$ cat config.mk
export PLATFORM = sky130hd
export DESIGN_NAME = uart_baud_rate_generator_flat
export DESIGN_NICKNAME = d
export VERILOG_FILES = /design/src/rtl/uart_pkg.sv /design/src/rtl/uart_baud_rate_generator_if.sv /design/src/rtl/uart_clk_div.sv /design/src/rtl/uart_baud_rate_generator.sv /design/src/flat_wrapper.sv
export SDC_FILE = /design/constraint.sdc
export NUM_CORES = 1
export LEC_CHECK = 0
export BUFFER_PORTS_ARGS = -buffer_cell sky130_fd_sc_hd__buf_2
export CORE_MARGIN = 4
export CORE_UTILIZATION = 52
export DETAILED_ROUTE_END_ITERATION = 8
export PLACE_DENSITY_LB_ADDON = 0.2
export SETUP_SLACK_MARGIN = 0.4
export SYNTH_ARGS = -nofsm -noshare
export SYNTH_HDL_FRONTEND = slang
export SYNTH_SLANG_ARGS = --single-unit
$ cat constraint.sdc
create_clock -name clk -period 3.35 [get_ports clk]
set_input_delay 0.1675 -clock clk [delete_from_list [all_inputs] [get_ports clk]]
set_output_delay 0.1675 -clock clk [all_outputs]
set_load 0.02 [all_outputs]
$ cat src/rtl/uart_pkg.sv
// Shared types and constants for the UART baud-rate generator.
// Optional tick outputs are controlled by the BAUD_TICK_EN macro.
package uart_pkg;

    localparam int PRESCALE_W = 8;

    typedef logic [PRESCALE_W-1:0] prescale_t;

    localparam prescale_t DEFAULT_PRESCALE = prescale_t'(16);

    // Counter width able to hold values 0..n-1 (at least one bit).
    function automatic int cnt_width(input int n);
        return (n > 2) ? $clog2(n) : 1;
    endfunction

endpackage

$ cat src/rtl/uart_baud_rate_generator_if.sv
// Signal bundle between the baud-rate generator and its UART consumers.
// rx_tick/tx_tick exist only when BAUD_TICK_EN is defined.
interface uart_baud_rate_generator_if #(
    parameter int PRESCALE_W = uart_pkg::PRESCALE_W
);

    logic [PRESCALE_W-1:0] prescale;
    logic                  tx_clk;
    logic                  rx_clk;
`ifdef BAUD_TICK_EN
    logic                  rx_tick;
    logic                  tx_tick;

    modport master (output prescale, input tx_clk, input rx_clk, input rx_tick, input tx_tick);
    modport slave  (input prescale, output tx_clk, output rx_clk, output rx_tick, output tx_tick);
`else
    modport master (output prescale, input tx_clk, input rx_clk);
    modport slave  (input prescale, output tx_clk, output rx_clk);
`endif

endinterface

$ cat src/rtl/uart_clk_div.sv
// Fixed divide-by-N square-wave generator: high for floor(N/2) cycles, low for
// the rest, plus the look-ahead level and a wrap flag for cascaded stages.
module uart_clk_div
    import uart_pkg::*;
#(
    parameter int N = 2,
    parameter int W = cnt_width(N)
) (
    input  logic clk,
    input  logic rst,
    output logic div_clk,
    output logic div_clk_nxt,
    output logic wrap
);

    localparam logic [W-1:0] LAST = W'(N - 1);
    localparam logic [W-1:0] HALF = W'(N / 2);

    logic [W-1:0] cnt;
    logic [W-1:0] cnt_nxt;

    always_comb begin
        cnt_nxt     = (cnt == LAST) ? '0 : cnt + W'(1);
        wrap        = (cnt_nxt == '0);
        div_clk_nxt = (cnt_nxt < HALF);
    end

    // Reset to the last count so the first edge after release wraps and rises.
    always_ff @(posedge clk or negedge rst) begin
        if (!rst) begin
            cnt     <= LAST;
            div_clk <= 1'b0;
        end else begin
            cnt     <= cnt_nxt;
            div_clk <= div_clk_nxt;
        end
    end

endmodule

$ cat src/rtl/uart_baud_rate_generator.sv
// UART rx (oversampling) and tx (bit) clock generator; tx = rx / prescale.
// Define BAUD_TICK_EN to add single-cycle rising-edge ticks for both clocks.
module uart_baud_rate_generator
    import uart_pkg::*;
#(
    parameter int RX_DIV     = 2,
    parameter int PRESCALE_W = uart_pkg::PRESCALE_W
) (
    input  logic                           clk,
    input  logic                           rst,
    uart_baud_rate_generator_if.slave      bus
);

    logic rx_clk;
    logic rx_clk_nxt;
    logic rx_wrap;

    uart_clk_div #(
        .N (RX_DIV)
    ) u_rx_div (
        .clk         (clk),
        .rst         (rst),
        .div_clk     (rx_clk),
        .div_clk_nxt (rx_clk_nxt),
        .wrap        (rx_wrap)
    );

    logic [PRESCALE_W-1:0] prescale;
    logic [PRESCALE_W-1:0] p_act;
    logic [PRESCALE_W-1:0] p_act_nxt;
    logic [PRESCALE_W-1:0] tx_cnt;
    logic [PRESCALE_W-1:0] tx_cnt_nxt;
    logic                  tx_clk;
    logic                  tx_clk_nxt;

    assign prescale = bus.prescale;

    // prescale is only taken at a tx period boundary (or while idle at 0),
    // so a mid-period change never shortens or glitches the current period.
    always_comb begin
        p_act_nxt  = p_act;
        tx_cnt_nxt = tx_cnt;
        if (rx_wrap) begin
            if ((p_act == '0) || (tx_cnt >= p_act - PRESCALE_W'(1))) begin
                p_act_nxt  = prescale;
                tx_cnt_nxt = '0;
            end else begin
                tx_cnt_nxt = tx_cnt + PRESCALE_W'(1);
            end
        end

        if (p_act_nxt == '0) begin
            tx_clk_nxt = 1'b0;
        end else if (p_act_nxt == PRESCALE_W'(1)) begin
            tx_clk_nxt = rx_clk_nxt;
        end else begin
            tx_clk_nxt = (tx_cnt_nxt < (p_act_nxt >> 1));
        end
    end

    always_ff @(posedge clk or negedge rst) begin
        if (!rst) begin
            p_act  <= '0;
            tx_cnt <= '0;
            tx_clk <= 1'b0;
        end else begin
            p_act  <= p_act_nxt;
            tx_cnt <= tx_cnt_nxt;
            tx_clk <= tx_clk_nxt;
        end
    end

    assign bus.rx_clk = rx_clk;
    assign bus.tx_clk = tx_clk;

`ifdef BAUD_TICK_EN
    logic rx_tick;
    logic tx_tick;

    always_ff @(posedge clk or negedge rst) begin
        if (!rst) begin
            rx_tick <= 1'b0;
            tx_tick <= 1'b0;
        end else begin
            rx_tick <= rx_clk_nxt & ~rx_clk;
            tx_tick <= tx_clk_nxt & ~tx_clk;
        end
    end

    assign bus.rx_tick = rx_tick;
    assign bus.tx_tick = tx_tick;
`endif

endmodule

$ cat src/flat_wrapper.sv
// flat-port wrapper written by rule: the top's interface ports become plain ports
module uart_baud_rate_generator_flat import uart_pkg::*;
#(
    parameter int RX_DIV     = 2,
    parameter int PRESCALE_W = uart_pkg::PRESCALE_W
)
  (clk, rst, bus_prescale, bus_tx_clk, bus_rx_clk);
  uart_baud_rate_generator_if #(.PRESCALE_W(PRESCALE_W)) bus_i ();
  input  logic clk;
  input  logic rst;
  input wire logic [$bits(bus_i.prescale)-1:0] bus_prescale;
  output wire logic [$bits(bus_i.tx_clk)-1:0] bus_tx_clk;
  output wire logic [$bits(bus_i.rx_clk)-1:0] bus_rx_clk;
  assign bus_i.prescale = bus_prescale;
  assign bus_tx_clk = bus_i.tx_clk;
  assign bus_rx_clk = bus_i.rx_clk;
  uart_baud_rate_generator #(.RX_DIV(RX_DIV), .PRESCALE_W(PRESCALE_W)) u_core (.clk(clk), .rst(rst), .bus(bus_i));
endmodule
==> results.py <==
metrics = {
    "global_route": {
        "grt_overflow": 0,
        "grt_pass1_wl_um": 6582,
        "grt_use_total": 0.2558,
        "antenna_found_initial": 0,
        "grt_pass1_vias": 1404,
        "grt_max_degree": 20,
    },
    "setup_path": {
        "max_stage_delay_ns": 0.58,
        "path_class": "flip-flop to flip-flop",
        "crit_arrival_ns": 4.12,
        "critPathLaunchType": "flip-flop",
        "ff2ff_path_depth": 15,
        "critical_path.startpoint": "u_core.p_act[3]",
        "timing.rr.end": "u_core.bus.tx_clk",
        "critPathMaxFanout": 7,
        "regToRegStartpoint": "u_core.p_act[3]",
        "crit_path_end_kind": "flip-flop",
        "path_cells": "or4_4 > nor4_4 > xnor2_1 > ha_1 > o21ai_2 > nor2_2 > a211o_2 > o21ai_4 > buf_12 > mux2i_4 > ha_4 > a21oi_4 > o22ai_2 > nor3_2 > a31o_1",
        "crit_slowest_cell": "or4_4",
        "cp.required_ns": 3.63,
        "reg2reg_slack_ns": -0.49,
    },
    "hold_path": {
        "hp-start": "bus_prescale[0]",
        "min_path_cells": 2,
        "hold_path_class": "input pin to flip-flop",
        "hold_path_end": "u_core.p_act[0]",
    },
    "final_layout": {
        "drive_above_1_share": 0.5654,
        "area_growth_pct": 60.19,
        "nNetsFinal": 218,
        "diodes": 0,
        "utilization": 0.9118,
        "final_cell_area_um2": 2095,
    },
    "cts": {
        "cts_root_buf": "clkbuf_4",
        "clkSlewWorstSetupHoldPaths_ns": 0.14,
        "clk_latency_ns": 0.33,
        "cts_buffers": 3,
        "cts_num_sinks": 19,
        "cts_tree": "done",
        "htree_levels": 1,
        "cts_buffer_depth": 2,
    },
    "yosys": {
        "yosysMostFrequentCell": "dfrtp_1",
        "yosysTopAreaCell": "dfrtp_1",
        "ys_ff_latch": 19,
        "async_reset_ff_frac": 1.000,
        "synthCells": 132,
        "ys_types": 38,
        "syn_avg_cell_area_um2": 9.905,
        "synth_top_area_share": 0.3445,
        "netlist_top_cells_count": "18 x dfrtp_1, 16 x ha_1, 13 x inv_1",
        "yosys_warnings": 0,
        "ys_seq_area_frac": 0.3646,
        "syn_area_um2": 1308,
        "synth_flop_cell": "dfrtp_1",
        "synth_enable_flop_cells": 0,
        "synthTopCellsByArea": "dfrtp_1 34%, ha_1 15%, xnor2_1 4.7%",
        "syn_nets": 158,
    },
    "run_status": {
        "violations": "negative setup slack",
        "status": "complete, but fails checks",
    },
    "pwr": {
        "cellPowerDensity_nw_per_um2": 1188,
        "peakVddDrop_v": 0.001076,
        "p_leak_nw": 0.9346,
    },
    "job": {
        "maxCapViolCount": 0,
    },
    "sta": {
        "rsz0062_at_grt": "yes",
        "fin_ws_ns": -0.4863,
        "max_freq_mhz": 260.7,
        "fin_crit_ns": 3.836,
        "setup_viol": 2,
        "hold_violations": 0,
        "drv_slew": 0,
        "finalClockSkew_ns": 0.01511,
        "relSlewSlack": 0.6894,
        "tightest_slew_ns": 0.4660,
        "holdWs_ns": 0.1024,
        "period_share": 1.145,
    },
    "placement": {
        "hpwl_um": 2592,
        "gp_congestion": 0.8720,
        "place_area_um2": 1613,
        "portBuffers": 11,
    },
    "detailed_routing": {
        "firstDrtPassIters": 4,
        "vias_per_cell": 6.676,
        "antenna_left": 0,
        "post_drt_wl_per_cell_um": 24.80,
        "wirelength_um": 5432,
        "drtIter0Drc": 99,
        "routed-via-count": 1462,
        "remaining_drc_errors": 0,
    },
    "die": {
        "rows": 17,
        "core_um2": 2297,
        "die_w_um": 58.15,
        "io_pins": 12,
        "fp.dieH_um": 58.15,
        "start_util": 0.5692,
        "die_area_um2": 3381,
    },
}
## registers in the layout, indices dropped and copies added, names as in the netlist
register,cells
u_core.p_act,8
u_core.tx_cnt,8
u_core.bus.tx_clk,1
u_core.u_rx_div.cnt,1
u_core.u_rx_div.div_clk,1
## where the power goes
part	internal (mW)	switching, mW	total (mW)	leakage [nW]
Clock	0.0448	0.0872	0.132	0.0177
Combinational	0.990	0.921	1.91	0.688
Sequential	0.318	0.127	0.445	0.229
Total	1.35	1.14	2.49	0.935
## routing by layer
layer	share of wire	wire (um)	vias to the layer above	track usage
li1	-	-	602	-
met1	0.38	2091	724	0.3094
met2	0.50	2690	100	0.4387
met3	0.064	349	36	0.03341
met4	0.055	301	0	0.1358
met5	0	0	-	0
## metrics by stage
stage / setup WS, ns / setup TNS (ns) / total power, mW / instances
floorplan: 0.006084 / 0 / 1.042 / 132
global placement: -0.2676 / -0.2676 / 1.404 / 194
detailed placement: -0.3341 / -0.3341 / 1.448 / 194
CTS: -0.2154 / -0.2154 / 1.733 / 209
global route: -0.5627 / -0.8561 / 2.599 / 219
finish: -0.4863 / -0.7265 / 2.489 / 219
## worst max-delay path by stage
stage / endpoint / slack (ns) / depth (start not counted)
2_1_floorplan: u_core.bus.tx_clk / 0.006 / 14
3_3_place_gp: u_core.bus.tx_clk / -0.27 / 17
3_5_place_dp: u_core.bus.tx_clk / -0.33 / 14
4_1_cts: u_core.bus.tx_clk / -0.22 / 15
5_1_grt: u_core.bus.tx_clk / -0.56 / 15
6_report: u_core.bus.tx_clk / -0.49 / 15
## layout by cell type (no fill, tap or decap), types with 4 or more instances in the layout
cell type  instances
buf_4             37
xnor2_1            7
ha_4               5
buf_2             11
ha_1               7
nand2_1            7
inv_1             10
dfrtp_1           16
ha_2               4
buf_6              7
a21oi_1            6
mux2i_4            6
## repair_timing
item,4_1_cts,5_1_grt
endpoints found under the hold margin,18,0
cloned,0,0
endpoints found under the setup margin,3,12
hold buffers,1,0
pin swaps,1,22
resized for setup,14,40
buffers inserted,10,10
## critical path: cells and delay by family (launching register included)
kind / cells / cell delay [ns]
buffers and inverters: 1 / 0.16
flip-flops: 1 / 0.40
AND/OR/NAND/NOR: 4 / 1.13
multiplexers: 1 / 0.28
XOR/XNOR: 1 / 0.21
adder cells (fa/ha/maj): 2 / 0.58
AO/OA/AOI/OAI: 6 / 1.01
## kinds of logic (layout without fill, tap and decap cells)
kind of cell,after synthesis,after routing,synth area share
flip-flops,19,19,0.3646
multiplexers,8,8,0.06316
adder cells (fa/ha/maj),16,16,0.1531
AO/OA/AOI/OAI,29,29,0.1502
AND/OR/NAND/NOR,35,35,0.1531
XOR/XNOR,10,10,0.06699
buffers and inverters,15,74,0.04880
## cell type report
class	count	area [um2]
Inverter	13	48.80
Clock buffer	3	22.52
Multi-Input combinational cell	98	1062
Timing Repair Buffer	57	441.7
Clock inverter	1	5.005
Fill cell	90	202.7
Sequential cell	19	479.2
Tap cell	28	35.03
No activity file was read; power rests on OpenSTA's default activity.
